==> src/rtl/exe_div_ctrl_pkg.sv <==
// Shared definitions for the EXE-stage iterative divider sequencer.
// Contents: divide op codes (M extension, incl. W forms), FSM state
// encoding, iteration-length constants and a 32->64 sign-extend helper.
package exe_div_ctrl_pkg;

    typedef enum logic [2:0] {
        DIV_DIV   = 3'b000,
        DIV_DIVU  = 3'b001,
        DIV_REM   = 3'b010,
        DIV_REMU  = 3'b011,
        DIV_DIVW  = 3'b100,
        DIV_DIVUW = 3'b101,
        DIV_REMW  = 3'b110,
        DIV_REMUW = 3'b111
    } div_op_e;

    typedef enum logic [1:0] {
        S_IDLE = 2'b00,
        S_CALC = 2'b01,
        S_FIX  = 2'b10,
        S_DONE = 2'b11
    } div_state_e;

    localparam logic [6:0] DIV_LEN64 = 7'd64;
    localparam logic [6:0] DIV_LEN32 = 7'd32;

    function automatic logic [63:0] sext32(input logic [31:0] v);
        return {{32{v[31]}}, v};
    endfunction

endpackage

==> src/rtl/exe_div_ctrl_div_step.sv <==
// One radix-2 restoring divide iteration (purely combinational).
// Ports:
//   rem      : current partial remainder (always < dvs)
//   shf      : dividend shift register; quotient bits enter at the bottom
//   dvs      : divisor magnitude (non-zero)
//   rem_next : partial remainder after this iteration
//   shf_next : shift register after this iteration
//   q_bit    : quotient bit produced by this iteration
module exe_div_ctrl_div_step #(
    parameter int XLEN = 64
) (
    input  logic [XLEN-1:0] rem,
    input  logic [XLEN-1:0] shf,
    input  logic [XLEN-1:0] dvs,
    output logic [XLEN-1:0] rem_next,
    output logic [XLEN-1:0] shf_next,
    output logic            q_bit
);

    // The shifted remainder needs one extra bit; because rem < dvs the
    // difference, when non-negative, always fits back into XLEN bits.
    logic [XLEN:0] trial;
    logic [XLEN:0] diff;

    assign trial    = {rem, shf[XLEN-1]};
    assign diff     = trial - {1'b0, dvs};
    assign q_bit    = ~diff[XLEN];
    assign rem_next = q_bit ? diff[XLEN-1:0] : trial[XLEN-1:0];
    assign shf_next = {shf[XLEN-2:0], q_bit};

endmodule

==> src/rtl/exe_div_ctrl.sv <==
// Sequencer for the multi-cycle divider beside the EXE-stage ALU.
// Accepts one DIV/DIVU/REM/REMU (or W form), stalls the front of the
// pipeline until the result is ready, then pulses done for one cycle.
// Ports:
//   clk, rst        : clock, synchronous active-high reset
//   e_div_valid_i   : EXE holds a divide
//   e_div_op_i      : divide op code (see exe_div_ctrl_pkg::div_op_e)
//   e_div_data1_i   : dividend
//   e_div_data2_i   : divisor
//   e_flush_i       : kill the in-flight EXE instruction
//   e_div_stall_o   : hold PC, IF/ID and ID/EXE
//   e_div_busy_o    : sequencer not idle
//   e_div_done_o    : one-cycle result-valid pulse
//   e_div_result_o  : quotient or remainder, valid with done
module exe_div_ctrl
    import exe_div_ctrl_pkg::*;
#(
    parameter int XLEN = 64
) (
    input  logic            clk,
    input  logic            rst,
    input  logic            e_div_valid_i,
    input  logic [2:0]      e_div_op_i,
    input  logic [XLEN-1:0] e_div_data1_i,
    input  logic [XLEN-1:0] e_div_data2_i,
    input  logic            e_flush_i,
    output logic            e_div_stall_o,
    output logic            e_div_busy_o,
    output logic            e_div_done_o,
    output logic [XLEN-1:0] e_div_result_o
);

    div_state_e      state, state_next;
    logic            is_w_q, is_rem_q, neg_q, neg_r;
    logic [5:0]      cnt;
    logic [XLEN-1:0] rem_q, shf_q, dvs_q, result;

    // Operand decode for the instruction currently presented by EXE
    logic            is_w, is_uns, is_rem, a_neg, b_neg;
    logic            by_zero, ovf, special, accept;
    logic [XLEN-1:0] a_ext, b_ext, a_abs, b_abs, min_neg, spec_res;

    always_comb begin
        is_w    = e_div_op_i[2];
        is_rem  = e_div_op_i[1];
        is_uns  = e_div_op_i[0];
        a_ext   = is_w ? (is_uns ? {32'b0, e_div_data1_i[31:0]} : sext32(e_div_data1_i[31:0]))
                       : e_div_data1_i;
        b_ext   = is_w ? (is_uns ? {32'b0, e_div_data2_i[31:0]} : sext32(e_div_data2_i[31:0]))
                       : e_div_data2_i;
        a_neg   = !is_uns && a_ext[XLEN-1];
        b_neg   = !is_uns && b_ext[XLEN-1];
        a_abs   = a_neg ? -a_ext : a_ext;
        b_abs   = b_neg ? -b_ext : b_ext;
        min_neg = is_w ? 64'hFFFF_FFFF_8000_0000 : 64'h8000_0000_0000_0000;
        by_zero = (b_ext == '0);
        ovf     = !is_uns && (a_ext == min_neg) && (b_ext == '1);
        special = by_zero || ovf;
        // Divide-by-zero remainder is the 32-bit dividend sign-extended for
        // every W form, so the unsigned zero-extension is not reused here.
        if (by_zero)
            spec_res = is_rem ? (is_w ? sext32(e_div_data1_i[31:0]) : e_div_data1_i) : '1;
        else
            spec_res = is_rem ? '0 : a_ext;
        accept  = (state == S_IDLE) && e_div_valid_i && !e_flush_i;
    end

    // Single restoring iteration
    logic [XLEN-1:0] rem_nx, shf_nx;
    logic            q_bit;

    exe_div_ctrl_div_step #(.XLEN(XLEN)) u_step (
        .rem      (rem_q),
        .shf      (shf_q),
        .dvs      (dvs_q),
        .rem_next (rem_nx),
        .shf_next (shf_nx),
        .q_bit    (q_bit)
    );

    // Sign fix-up and result select (FIX state)
    logic [XLEN-1:0] q_fix, r_fix, sel, fix_res;

    always_comb begin
        q_fix   = neg_q ? -shf_q : shf_q;
        r_fix   = neg_r ? -rem_q : rem_q;
        sel     = is_rem_q ? r_fix : q_fix;
        fix_res = is_w_q ? sext32(sel[31:0]) : sel;
    end

    always_ff @(posedge clk) begin
        if (rst) state <= S_IDLE;
        else     state <= state_next;
    end

    always_comb begin
        state_next = state;
        unique case (state)
            S_IDLE: if (accept) state_next = special ? S_DONE : S_CALC;
            S_CALC: if (cnt == 6'd0) state_next = S_FIX;
            S_FIX:  state_next = S_DONE;
            S_DONE: state_next = S_IDLE;
            default: state_next = S_IDLE;
        endcase
        if (e_flush_i) state_next = S_IDLE;
    end

    assign e_div_busy_o   = (state != S_IDLE);
    assign e_div_done_o   = (state == S_DONE);
    assign e_div_stall_o  = e_div_valid_i && !e_div_done_o && !e_flush_i;
    assign e_div_result_o = result;

    always_ff @(posedge clk) begin
        if (rst) begin
            is_w_q   <= 1'b0;
            is_rem_q <= 1'b0;
            neg_q    <= 1'b0;
            neg_r    <= 1'b0;
            cnt      <= '0;
            rem_q    <= '0;
            shf_q    <= '0;
            dvs_q    <= '0;
            result   <= '0;
        end else if (accept) begin
            is_w_q   <= is_w;
            is_rem_q <= is_rem;
            neg_q    <= a_neg ^ b_neg;
            neg_r    <= a_neg;
            cnt      <= is_w ? 6'(DIV_LEN32 - 7'd1) : 6'(DIV_LEN64 - 7'd1);
            rem_q    <= '0;
            // W dividends sit in the top half so 32 shifts leave the
            // quotient in the low half with zeros above it.
            shf_q    <= is_w ? {a_abs[31:0], 32'b0} : a_abs;
            dvs_q    <= b_abs;
            if (special) result <= spec_res;
        end else if (!e_flush_i && state == S_CALC) begin
            rem_q <= rem_nx;
            shf_q <= shf_nx;
            if (cnt != 6'd0) cnt <= cnt - 6'd1;
        end else if (!e_flush_i && state == S_FIX) begin
            result <= fix_res;
        end
    end

    // EXE must keep the divide presented until done unless it is flushed
    property p_valid_held;
        @(posedge clk) disable iff (rst)
            (state == S_CALC || state == S_FIX) && !e_flush_i |-> e_div_valid_i;
    endproperty
    a_valid_held: assert property (p_valid_held);

endmodule

==> config.mk <==
export PLATFORM = sky130hd
export DESIGN_NAME = exe_div_ctrl
export DESIGN_NICKNAME = d
export VERILOG_FILES = /design/src/rtl/exe_div_ctrl_pkg.sv /design/src/rtl/exe_div_ctrl_div_step.sv /design/src/rtl/exe_div_ctrl.sv
export SDC_FILE = /design/constraint.sdc
export NUM_CORES = 1
export LEC_CHECK = 0
export CAP_MARGIN = 40
export CORE_MARGIN = 4
export CORE_UTILIZATION = 60
export CTS_CLUSTER_SIZE = 25
export DETAILED_ROUTE_END_ITERATION = 7
export PLACE_DENSITY = 0.9
export SLEW_MARGIN = 10
export SYNTH_ARGS = -nofsm -noshare
export SYNTH_HDL_FRONTEND = slang
export SYNTH_SLANG_ARGS = --single-unit
==> constraint.sdc <==
create_clock -name clk -period 6 [get_ports clk]
set_input_delay 1.8 -clock clk [delete_from_list [all_inputs] [get_ports clk]]
set_output_delay 1.8 -clock clk [all_outputs]
set_load 0.02 [all_outputs]
==> impl_summary.log <==
[metrics] Routability Congestion: 1.08
[metrics] pin count of the biggest net entering global routing: 111
[metrics] number of vias per cell after detailed routing: 6.78
[metrics] Placed Cells: 3800
[metrics] cell at the root of the clock tree: clkbuf_16
[metrics] worst max-slew margin expressed relative to the limit: 0.346
[metrics] launching point of the worst reg2reg path: shf_q[63]$_SDFFE_PP0P_
[metrics] core footprint: 0.0369 mm^2
[metrics] area grow syn2layout: 16.2%
[metrics] outcome: finished, final reports clean
[metrics] max-slew violation total from the final report: 0
[metrics] cell leakage power: 9.79 nW
[metrics] top flip-flop cell by instance count after synthesis: dfxtp_1
[metrics] CTS buffer count: 31
[metrics] antenna diode instance count: 0
[metrics] leading cell types in the layout, fill and taps excluded: a21oi_1 (406), nand2_1 (386), nor2_1 (355)
[metrics] post-CTS setup repair buffer count: 0
[metrics] sequential fraction of the synthesis area: 0.238
[metrics] number of failing setup endpoints in the final timing report: 0
[metrics] violation count after the first detailed-routing iteration: 4625
[metrics] wire length of the first global-routing pass: 138000 um
[metrics] post-route ant nets: 0
[metrics] path class of the lowest-slack min-delay path: reg -> reg
[metrics] startpoint type of the worst setup path: input port
[metrics] Layout Cells excl Fill: 3858
[metrics] global-route total usage across every layer: 0.425
[metrics] Max rail drop VDD: 0.231 mV
[metrics] number of max-cap violations: 0
[metrics] NumNets Final: 3540
[metrics] Power Density: 229 mW/mm^2
[metrics] Die W: 202 um
[metrics] total number of vias: 26.2k
[metrics] endpoint of the worst register-to-register path: rem_q[60]$_SDFFE_PP0P_
[metrics] TNS Setup: 0 ps
[metrics] quantity of hold-fixing buffers added after cts: 0
[metrics] layout cell share with drive strength beyond 1: 0.0561
[metrics] standard-cell row count: 70
[metrics] routed wire length per instance: 24.0 um
[metrics] Clock Skew: 43.9 ps
[metrics] number of top-level design ports: 202
[metrics] quantity of I/O buffers inserted on ports: 201
[metrics] Worst-Margin Slew: 981 ps
[metrics] Synth async-reset ratio: 0
[metrics] height of the die: 202 um
[metrics] synthesis-stage register bit count: 268
[metrics] number of enable-type register cells in the synthesized netlist: 0
[metrics] CTS tree: built
[metrics] clock latency on the worst-skew pair: 620 ps
[metrics] Final Critical Period: 5360 ps
[metrics] clk buf depth: 3
[metrics] unrepaired setup endpoints after global routing: no
[metrics] count of TritonRoute iterations in the first routing pass: 8
[metrics] most common cell after layout, fill and taps aside: a21oi_1
[metrics] Critical Path AT: 5840 ps
[metrics] maximum clock frequency: 186 MHz
[metrics] Mapped Cells: 3247
[metrics] final design utilization: 0.711
[metrics] Clk pin slew, worst setup/hold paths: 60 ps
[metrics] worst setup path class: in -> reg
[metrics] total wire length: 92500 um
[metrics] worst reg2reg setup slack: 1200 ps
[metrics] endpoint type of the worst setup path: register
[metrics] syn avg cell area: 6.95 um^2
[metrics] Resize count post-CTS: 0
[metrics] count of yosys warnings during synthesis: 0
[metrics] crit share post-route: 0.894
[metrics] CP Data Required Time: 6470 ps
[metrics] startpoint of the lowest-slack hold path: dvs_q[43]$_SDFFE_PP0P_
[metrics] highest fanout seen on the critical path: 17
[metrics] post-detailed-placement half-perimeter wirelength: 71300 um
[metrics] overall die area: 0.0408 mm^2
[metrics] H-tree depth reported by CTS: 1
[metrics] count of final hold-check violations: 0
[metrics] total standard cell area after synthesis: 0.0226 mm^2
[metrics] worst min-delay path endpoint: dvs_q[43]$_SDFFE_PP0P_
[metrics] number of library cell types mapped by synthesis: 81
[metrics] Hold Crit Depth: 2
[metrics] effective utilization at floorplan: 0.612
[metrics] initial antenna violation count: 0
[metrics] nets in the synthesized netlist: 3458
[metrics] remaining global-route overflow: 0
[metrics] worst r2r path cells: 13
[metrics] clock tree sinks: 268
[metrics] DRC violations left: 0
[metrics] via count of the first global-routing pass: 23.3k
metal layers:
metal | vias up | wire, um | track usage
met4 | 0 | 3670 | 0.132
met2 | 2004 | 36200 | 0.585
met3 | 247 | 15800 | 0.159
li1 | 11900 | - | -
met1 | 12000 | 36800 | 0.613
met5 | - | 0 | 0
Yosys cell counts (23+ instances only):
library cell / instances / share of area
or3_1: 40 / 0.011
xnor2_1: 150 / 0.058
nor3_1: 84 / 0.019
clkbuf_1: 205 / 0.034
o31ai_1: 60 / 0.020
a311oi_1: 41 / 0.016
dfxtp_1: 268 / 0.24
nand3_1: 38 / 0.0084
nand2b_1: 23 / 0.0064
o211ai_1: 44 / 0.015
buf_1: 25 / 0.0042
o21ai_0: 245 / 0.054
ha_1: 75 / 0.042
nand2_1: 386 / 0.064
a211oi_1: 88 / 0.029
xor2_1: 147 / 0.057
nor2_1: 357 / 0.059
nand4_1: 42 / 0.012
a21o_1: 47 / 0.016
mux2i_1: 33 / 0.015
or4_1: 29 / 0.0096
a21oi_1: 408 / 0.090
a31oi_1: 33 / 0.0091
inv_1: 98 / 0.016
nor4_1: 35 / 0.0097
report_power, final:
group          leakage, nW  internal, mW  total, mW  switching [mW]
logic                 7.07         0.723       1.96            1.24
registers             2.18          1.85       1.97           0.119
clock network        0.538          1.25       2.07           0.822
total                 9.79          3.82       6.00            2.18
metrics by stage:
step	total power [mW]	setup slack [ps]	hold WS (ps)	cell area (um^2)
after floorplan	3.25	904	432	22600
after global placement	3.83	262	441	25100
after detailed placement	3.87	208	452	25100
after CTS	5.90	811	457	26200
after global routing	6.21	467	477	26200
final	6.00	637	458	26200
worst max-delay path by stage:
stage,startpoint,slack [ps],cells past startpoint,end
after detailed placement,e_div_data2_i[1],210,15,e_div_result_o[17]$_SDFFE_PP0P_
after global routing,e_div_data2_i[1],470,16,e_div_result_o[0]$_SDFFE_PP0P_
after CTS,e_flush_i,810,4,e_div_stall_o
final,e_div_data2_i[27],640,14,e_div_result_o[63]$_SDFFE_PP0P_
after floorplan,e_div_data2_i[2],900,13,e_div_result_o[48]$_SDFFE_PP0P_
after global placement,e_div_data2_i[27],260,15,e_div_result_o[54]$_SDFFE_PP0P_
critical path, cell delays in order:
cell and delay [ps]:
clkdlybuf4s50_1 500, nor4_1 480, buf_4 210, nand4b_1 150, a2111oi_0 410, buf_4 190
nand2_1 90, a2111oi_2 520, a31oi_1 190, o21ai_4 270, buf_4 290, nand2_1 180
a2111oi_0 440, nor3_1 100
sequential cells by signal (all words and copies together) (netlist names):
signal	flops
state	2
is_rem_q	1
shf_q	64
dvs_q	64
e_div_result_o	64
is_w_q	1
neg_r	1
neg_q	1
cnt	6
rem_q	64
final cells by class:
| type | count | area, um^2 |
|---|---|---|
| Tap cell | 504 | 631 |
| Timing Repair Buffer | 287 | 2750 |
| Fill cell | 3114 | 10700 |
| Clock buffer | 44 | 895 |
| Sequential cell | 268 | 5370 |
| Inverter | 99 | 372 |
| Multi-Input combinational cell | 2642 | 16000 |
| Clock inverter | 14 | 204 |
logic make-up (layout without fill, tap and decap cells):
logic type | Yosys count | in the layout | share of synthesized area
simple gates | 1128 | 1128 | 0.229
compound gates | 1108 | 1108 | 0.304
buf+inv | 337 | 444 | 0.0567
xor+xnor | 297 | 297 | 0.115
flops | 268 | 268 | 0.238
fa+ha+maj | 76 | 76 | 0.0425
mux | 33 | 33 | 0.0146
Power figures use the tool's default switching activity.
